===== config.mk =====
export PLATFORM = sky130hd
export DESIGN_NAME = sic_core_mc
export DESIGN_NICKNAME = d
export VERILOG_FILES = /design/src/rtl/sic_core_mc.sv
export SDC_FILE = /design/constraint.sdc
export NUM_CORES = 2
export LEC_CHECK = 0
export CORE_MARGIN = 4
export CORE_UTILIZATION = 58
export DETAILED_ROUTE_END_ITERATION = 6
export PLACE_DENSITY_LB_ADDON = 0.3
export RECOVER_POWER = 100
export SLEW_MARGIN = 10
export SYNTH_ARGS = -nofsm -noshare
export SYNTH_HDL_FRONTEND = slang
export SYNTH_SLANG_ARGS = --single-unit
export TNS_END_PERCENT = 20

===== constraint.sdc =====
create_clock -name clk -period 143.8 [get_ports clk]
set_input_delay 43.14 -clock clk [delete_from_list [all_inputs] [get_ports clk]]
set_output_delay 43.14 -clock clk [all_outputs]
set_load 0.01 [all_outputs]

===== src/rtl/sic_core_mc.sv =====
// Multi-cycle SIC core with a req/ready memory handshake, indexed addressing and trap-on-fault halt.
// Each instruction goes FETCH -> DECODE -> (MEM_RD -> EXEC | MEM_WR | EXEC) -> FETCH, and one memory access completes per phase.
module sic_core_mc #(
  parameter int ADDRESS_WIDTH = 15,
  parameter int DATA_WIDTH = 24,
  parameter logic [ADDRESS_WIDTH-1:0] RESET_PC = '0
) (
  input  logic                     clk,
  input  logic                     rst,
  output logic                     mem_req,
  output logic                     mem_we,
  output logic [ADDRESS_WIDTH-1:0] mem_addr,
  output logic [DATA_WIDTH-1:0]    mem_wdata,
  input  logic                     mem_ready,
  input  logic [DATA_WIDTH-1:0]    mem_rdata,
  output logic [1:0]               cc,
  output logic                     halted,
  output logic [1:0]               trap_code,
  output logic [ADDRESS_WIDTH-1:0] pc_dbg
);

  localparam logic [7:0] OP_LDA  = 8'h00, OP_LDX  = 8'h04, OP_LDL = 8'h08;
  localparam logic [7:0] OP_STA  = 8'h0C, OP_STX  = 8'h10, OP_STL = 8'h14;
  localparam logic [7:0] OP_ADD  = 8'h18, OP_SUB  = 8'h1C, OP_MUL = 8'h20, OP_DIV = 8'h24;
  localparam logic [7:0] OP_COMP = 8'h28, OP_TIX  = 8'h2C;
  localparam logic [7:0] OP_JEQ  = 8'h30, OP_JGT  = 8'h34, OP_JLT = 8'h38, OP_J = 8'h3C;
  localparam logic [7:0] OP_AND  = 8'h40, OP_OR   = 8'h44;
  localparam logic [7:0] OP_JSUB = 8'h48, OP_RSUB = 8'h4C;

  typedef enum logic [2:0] {
    S_FETCH, S_DECODE, S_MEM_RD, S_MEM_WR, S_EXEC, S_HALT
  } state_t;

  state_t                   state_q, state_d;
  logic [ADDRESS_WIDTH-1:0] pc_q, pc_d, ea_q, ea_d;
  logic [DATA_WIDTH-1:0]    ir_q, ir_d, opnd_q, opnd_d;
  logic [DATA_WIDTH-1:0]    a_q, a_d, x_q, x_d, l_q, l_d;
  logic [1:0]               cc_q, cc_d, trap_q, trap_d;
  logic                     halted_q, halted_d;

  logic [7:0]               op_byte;
  logic [ADDRESS_WIDTH-1:0] addr_field, ea_calc;
  logic [DATA_WIDTH-1:0]    x_inc, quot, store_data;
  logic                     unused_bits;

  // Opcode is the top six bits of the first instruction byte; IR[17:16] carry no meaning.
  assign op_byte     = {ir_q[23:18], 2'b00};
  assign unused_bits = ^ir_q[17:16];
  assign addr_field  = ADDRESS_WIDTH'(ir_q[14:0]);
  assign ea_calc     = ir_q[15] ? addr_field + x_q[ADDRESS_WIDTH-1:0] : addr_field;
  assign x_inc       = x_q + DATA_WIDTH'(1);
  assign quot        = (opnd_q == '0) ? '0 : DATA_WIDTH'($signed(a_q) / $signed(opnd_q));

  function automatic logic [1:0] cmp_cc(input logic [DATA_WIDTH-1:0] lhs, input logic [DATA_WIDTH-1:0] rhs);
    if ($signed(lhs) < $signed(rhs)) return 2'b01;
    if ($signed(lhs) > $signed(rhs)) return 2'b10;
    return 2'b00;
  endfunction

  always_comb begin
    store_data = a_q;
    if (op_byte == OP_STX) store_data = x_q;
    else if (op_byte == OP_STL) store_data = l_q;
  end

  always_ff @(posedge clk or posedge rst) begin
    if (rst) begin
      state_q  <= S_FETCH;
      pc_q     <= RESET_PC;
      ea_q     <= '0;
      ir_q     <= '0;
      opnd_q   <= '0;
      a_q      <= '0;
      x_q      <= '0;
      l_q      <= '0;
      cc_q     <= 2'b00;
      trap_q   <= 2'b00;
      halted_q <= 1'b0;
    end else begin
      state_q  <= state_d;
      pc_q     <= pc_d;
      ea_q     <= ea_d;
      ir_q     <= ir_d;
      opnd_q   <= opnd_d;
      a_q      <= a_d;
      x_q      <= x_d;
      l_q      <= l_d;
      cc_q     <= cc_d;
      trap_q   <= trap_d;
      halted_q <= halted_d;
    end
  end

  always_comb begin
    state_d   = state_q;
    pc_d      = pc_q;
    ea_d      = ea_q;
    ir_d      = ir_q;
    opnd_d    = opnd_q;
    a_d       = a_q;
    x_d       = x_q;
    l_d       = l_q;
    cc_d      = cc_q;
    trap_d    = trap_q;
    halted_d  = halted_q;
    mem_req   = 1'b0;
    mem_we    = 1'b0;
    mem_addr  = '0;
    mem_wdata = '0;

    case (state_q)
      S_FETCH: begin
        mem_req  = 1'b1;
        mem_addr = pc_q;
        if (mem_ready) begin
          ir_d    = mem_rdata;
          pc_d    = pc_q + ADDRESS_WIDTH'(3);
          state_d = S_DECODE;
        end
      end
      S_DECODE: begin
        ea_d = ea_calc;
        case (op_byte)
          OP_LDA, OP_LDX, OP_LDL, OP_ADD, OP_SUB, OP_MUL, OP_DIV,
          OP_COMP, OP_TIX, OP_AND, OP_OR:                  state_d = S_MEM_RD;
          OP_STA, OP_STX, OP_STL:                           state_d = S_MEM_WR;
          OP_JEQ, OP_JGT, OP_JLT, OP_J, OP_JSUB, OP_RSUB:   state_d = S_EXEC;
          default: begin
            state_d  = S_HALT;
            halted_d = 1'b1;
            trap_d   = 2'b01;
          end
        endcase
      end
      S_MEM_RD: begin
        mem_req  = 1'b1;
        mem_addr = ea_q;
        if (mem_ready) begin
          opnd_d  = mem_rdata;
          state_d = S_EXEC;
        end
      end
      S_MEM_WR: begin
        mem_req   = 1'b1;
        mem_we    = 1'b1;
        mem_addr  = ea_q;
        mem_wdata = store_data;
        if (mem_ready) state_d = S_FETCH;
      end
      S_EXEC: begin
        state_d = S_FETCH;
        case (op_byte)
          OP_LDA:  a_d = opnd_q;
          OP_LDX:  x_d = opnd_q;
          OP_LDL:  l_d = opnd_q;
          OP_ADD:  a_d = a_q + opnd_q;
          OP_SUB:  a_d = a_q - opnd_q;
          OP_MUL:  a_d = a_q * opnd_q;
          OP_DIV: begin
            if (opnd_q == '0) begin
              state_d  = S_HALT;
              halted_d = 1'b1;
              trap_d   = 2'b10;
            end else begin
              a_d = quot;
            end
          end
          OP_COMP: cc_d = cmp_cc(a_q, opnd_q);
          OP_TIX: begin
            x_d  = x_inc;
            cc_d = cmp_cc(x_inc, opnd_q);
          end
          OP_AND:  a_d = a_q & opnd_q;
          OP_OR:   a_d = a_q | opnd_q;
          OP_JEQ:  if (cc_q == 2'b00) pc_d = ea_q;
          OP_JGT:  if (cc_q == 2'b10) pc_d = ea_q;
          OP_JLT:  if (cc_q == 2'b01) pc_d = ea_q;
          OP_J:    pc_d = ea_q;
          OP_JSUB: begin
            l_d  = DATA_WIDTH'(pc_q);
            pc_d = ea_q;
          end
          OP_RSUB: pc_d = l_q[ADDRESS_WIDTH-1:0];
          default: ;
        endcase
      end
      S_HALT: ;
      default: state_d = S_FETCH;
    endcase

    // The bus goes quiet as soon as reset is raised, without waiting for a clock edge.
    if (rst) begin
      mem_req   = 1'b0;
      mem_we    = 1'b0;
      mem_addr  = '0;
      mem_wdata = '0;
    end
  end

  assign cc        = cc_q;
  assign halted    = halted_q;
  assign trap_code = trap_q;
  assign pc_dbg    = pc_q;

endmodule


=== Word-level counts from Yosys, hierarchy flattened ===
Cells that the tools add are included.

* Input bits: 27
* Word-level logic and storage cells: 147
* Output and inout bits: 61
* Bits in registers: 158

* $add $sub $neg: 5
* Multiply operators: 1
* $lt $le $gt $ge: 4
* Bitwise operators: 3
* Reduce and logical (&&, ||, !) cells: 26
* Equality and inequality tests: 37
* Muxes and demuxes: 59
* Div/mod/pow operators: 1

{| class="wikitable"
|+ Operators by type and width
! kind !! number
|-
| 24-bit case mux with 7 select lines || 1
|-
| 24-bit 2-to-1 mux || 5
|-
| 24-bit case mux with 2 select lines || 2
|-
| 15-bit 2-to-1 mux || 6
|-
| 15-bit case mux with 5 select lines || 1
|-
| 15-bit case mux with 2 select lines || 2
|-
| 6-bit by 4-bit == test with 1-bit output (second input constant) || 8
|-
| 24-bit greater-than comparator || 2
|-
| 24-bit < comparator || 2
|-
| 24-bit by 1-bit adder with 24-bit output (second input constant) || 1
|-
| 24-bit adder || 1
|-
| 24-bit bitwise AND || 1
|-
| 24-bit by 24-bit divider with 24-bit output || 1
|-
| 6-bit by 3-bit == test with 1-bit output (second input constant) || 4
|-
| 6-bit by 5-bit == test with 1-bit output (second input constant) || 4
|-
| 24-bit logical NOT || 1
|-
| 24-bit by 24-bit multiplier with 24-bit output || 1
|-
| 24-bit OR || 1
|-
| 24-bit subtractor || 1
|-
| 2-bit 2-to-1 mux || 11
|-
| 1-bit 2-to-1 mux || 21
|-
| 20-bit OR reduction || 1
|-
| 3-bit case mux with 6 select lines || 1
|-
| 15-bit adder || 1
|-
| other kinds (30) || 56
|}

=== Depth between registers and ports, before layout ===
* Word-level depth: 11
* Mapped depth: 264
* Mapped depth without buffers: 234

=== Worst setup path before layout ===
Ideal clock, no wire load.

* Path type: input -> output
* From: input port rst
* To: output port mem_addr[10]
* Buffers on the path: 2
* Stages: 4
* Arrival time: 43.951 ns
* Required time: 100.660 ns
* Path slack: 56.709 ns
* Path through: or2_2 -> clkbuf_1 -> clkbuf_1 -> nor2_1

* Longest elaborated chain between the ends: 1

{| class="wikitable"
|+ Ends and longest elaborated chain
! element !! line !! text
|-
| start, declared || 9 || <nowiki>input logic rst,</nowiki>
|-
| 15-bit 2-to-1 mux || 192 || <nowiki>if (rst) begin</nowiki>
|-
| end, declared || 12 || <nowiki>output logic [ADDRESS_WIDTH-1:0] mem_addr,</nowiki>
|}

No other way between the ends.

=== Worst setup path after layout ===
* From: input port rst
* To: output port mem_wdata[13]

* Longest elaborated chain between the ends: 1

{| class="wikitable"
|+ Ends and longest elaborated chain
! element !! line !! text
|-
| 24-bit 2-to-1 mux || 192 ||
|-
| end, declared || 13 || <nowiki>output logic [DATA_WIDTH-1:0] mem_wdata,</nowiki>
|}

No other way between the ends.

==> flow_summary.ini <==
[outcome]
outcome = finished with violations
violations = DRC, capacitance limit, slew limit

[clock_tree]
cts_buffers = 17
cts_tree = built
htreeDepth = 4
cts_root_buffer = clkbuf_16
cts.repair.resized = 0
cts_setup_buffers = 0
cts_hold_buf = 0
clk_pin_slew_worst_paths_ps = 70
cts_sinks = 156
clk_path_buf_depth = 2
clk_latency_ps = 460

[timing]
final_hold_viol_count = 0
max-slew-margin-rel = -1.87
period_needed_ps = 88810
fin_tns_setup_ps = 0
rsz0062_at_grt = false
max_freq_mhz = 11.3
final.setup_skew_ps = 11.8
finalSetupViolations = 0
tightest_slew_ps = 4310
slew_viol_final = 233
period_share = 0.618

[route]
met1_length_mm = 56.7
drtAntennaViolNets = 0
highest_layer = met4
initialDrtViolationCount = 4764
routed_wl_mm = 145
vias_per_cell = 6.74
dr.pass1.iters = 7
wl_per_cell_um = 24.1
dr_wl_met3_mm = 18.7
drc = 10
wl_met2_mm = 60.5
vias = 40500

[placement]
post-place-cells = 5977
portBuffers = 87
gp_congestion = 1.07
hpwl_mm = 110

[yosys]
synth_area_leaders = ha_1 (16%), fa_1 (11%), dfrtp_1 (10%)
postSynthAreaPerCell_um2 = 7.48
synth-edff-count = 0
synth_area_mm2 = 0.0386
synth_top_area_frac = 0.161
synth-seq-cells = 156
synth_top_area_cell = ha_1
ys.flop_type = dfrtp_1
yosysUniqueCellTypes = 101
yosysSeqAreaShare = 0.101
syn-num-nets = 5910
ys_warn_count = 0
async_flop_share = 1.00
synthCells = 5169

[worst_setup_path]
critPathTopFamily = buffers and inverters
path_max_fanout = 25
required_ps = 100660
timing.rr.start = opnd_q[0]$_DFFE_PP0P_
cp-startpoint = rst
crit_buf_inv = 2
crit_type = input pin to primary output
ff2ff_path_depth = 221
worst_path_largest_cell_delay_ps = 700
cp.arrival_ps = 45670
crit_cells = 5
worst_path_max_delay_cell = nand3_1
timing.critical_path.mode_cell = dlygate4sd3_1
endpoint_kind = primary output
cp_cell_sequence = dlygate4sd3_1 > nor2_1 > nand3_1 > a211oi_1 > dlygate4sd3_1
cp-start-kind = input pin

[floorplan]
ios = 88
rows = 94
core_mm2 = 0.0659
die_w_um = 266
initial_core_util = 0.587
die_h_um = 266
die_area_mm2 = 0.0708

[hold_path]
hold_class = flop to flop
holdPathStages = 2
min_from = l_q[17]$_DFFE_PP0P_

[grt]
grt_pass1_wl_mm = 220
grt_pass1_vias = 37900
grtUsageTotal = 0.395
antenna_found_initial = 2
grt_max_degree = 80
overflow = 0

[final_layout]
instances_no_fill = 6013
area_growth_pct = 6.13
nNetsFinal = 5874
drive_above_1_share = 0.0597

[flow_run]
cap_violations = 5
cell usage after synthesis, drive strengths merged (14+ instances only):
cell type,count
nor2b,51
mux2i,54
o21ai,317
o22ai,47
or3,52
a22oi,23
xor2,112
and2,37
fa,216
o21a,89
a211o,14
o31ai,66
a221oi,23
and4,15
clkinv,16
nand2b,37
clkbuf,198
nand4,49
buf,54
o41ai,15
mux2,72
a21o,87
a31oi,55
o221ai,19
nor3,147
nor2,571
nand3,107
a211oi,58
a2111oi,14
nor3b,15
a21oi,364
nand2,551
inv,396
ha,498
dfrtp,156
nor4,30
or2,34
o211ai,47
o21bai,24
and3,50
xnor2,214
sequential cells by signal (all words and copies together), names as in the netlist:
| signal | flops |
|---|---|
| cc | 2 |
| a_q | 24 |
| halted | 1 |
| l_q | 24 |
| pc_dbg | 15 |
| trap_code | 2 |
| x_q | 24 |
| opnd_q | 24 |
| ea_q | 15 |
| ir_q | 22 |
| state_q | 3 |
metal layers:
layer  vias up  track usage
met5         -            0
met4         0        0.188
met3       577       0.0999
met2      2603        0.592
met1     19100        0.535
li1      18200            -
per-stage QoR:
stage	setup WS (ps)	area, um^2	utilization	hold slack [ps]
floorplan	56710	38600	-	448
global placement	55140	40500	0.616	458
detailed placement	55100	40500	0.616	465
CTS	55090	41100	0.624	481
global route	54760	41000	0.623	500
finish	54990	41000	0.623	479
worst paths after layout:
kind | to | slack, ps
setup / recovery | mem_wdata[13] | 54990
hold / removal | l_q[17]$_DFFE_PP0P_ | 480
setup reg to reg | a_q[21]$_DFFE_PP0P_ | 73900
hold reg to reg | l_q[17]$_DFFE_PP0P_ | 480
max in group asynchronous | opnd_q[12]$_DFFE_PP0P_ | 94170
min in group asynchronous | ir_q[23]$_DFFE_PP0P_ | 44370
kinds of logic after synthesis:
| family | count (synthesis) | share of synthesized area |
|---|---|---|
| fa+ha+maj | 714 | 0.273 |
| simple gates | 1778 | 0.215 |
| xor+xnor | 326 | 0.0739 |
| compound gates | 1405 | 0.236 |
| mux | 126 | 0.0350 |
| flops | 156 | 0.101 |
| buf+inv | 664 | 0.0662 |
final cells by class:
type	instances	area [um^2]
Multi-Input combinational cell	4349	32300
Clock inverter	13	125
Fill cell	5970	24900
Sequential cell	156	3900
Timing Repair Buffer	197	1640
Clock buffer	19	443
Inverter	412	1550
Antenna cell	3	7.51
Tap cell	864	1080
worst register-to-register path, delay by kind of cell, from the launching register on:
kind / cells / cell delay, ps
muxes: 6 / 2330
buffers and inverters: 16 / 6550
adders and majority gates: 24 / 8020
and+or+nand+nor: 66 / 20890
AOI/OAI and AO/OA: 109 / 31380
DFF: 1 / 710
cells in the final DEF, fill, tap and decap left out, drive strengths merged, types with 94 or more instances in the layout:
cell   count
dfrtp    156
nor3     147
nand3    107
xor2     112
nor2     571
a21oi    364
nand2    551
ha       498
fa       216
xnor2    214
o21ai    317
inv      403
buf       94
Power is left out: the tool's default activity adds up to more than one toggle a clock period on the data nets, which glitch-free logic cannot reach.
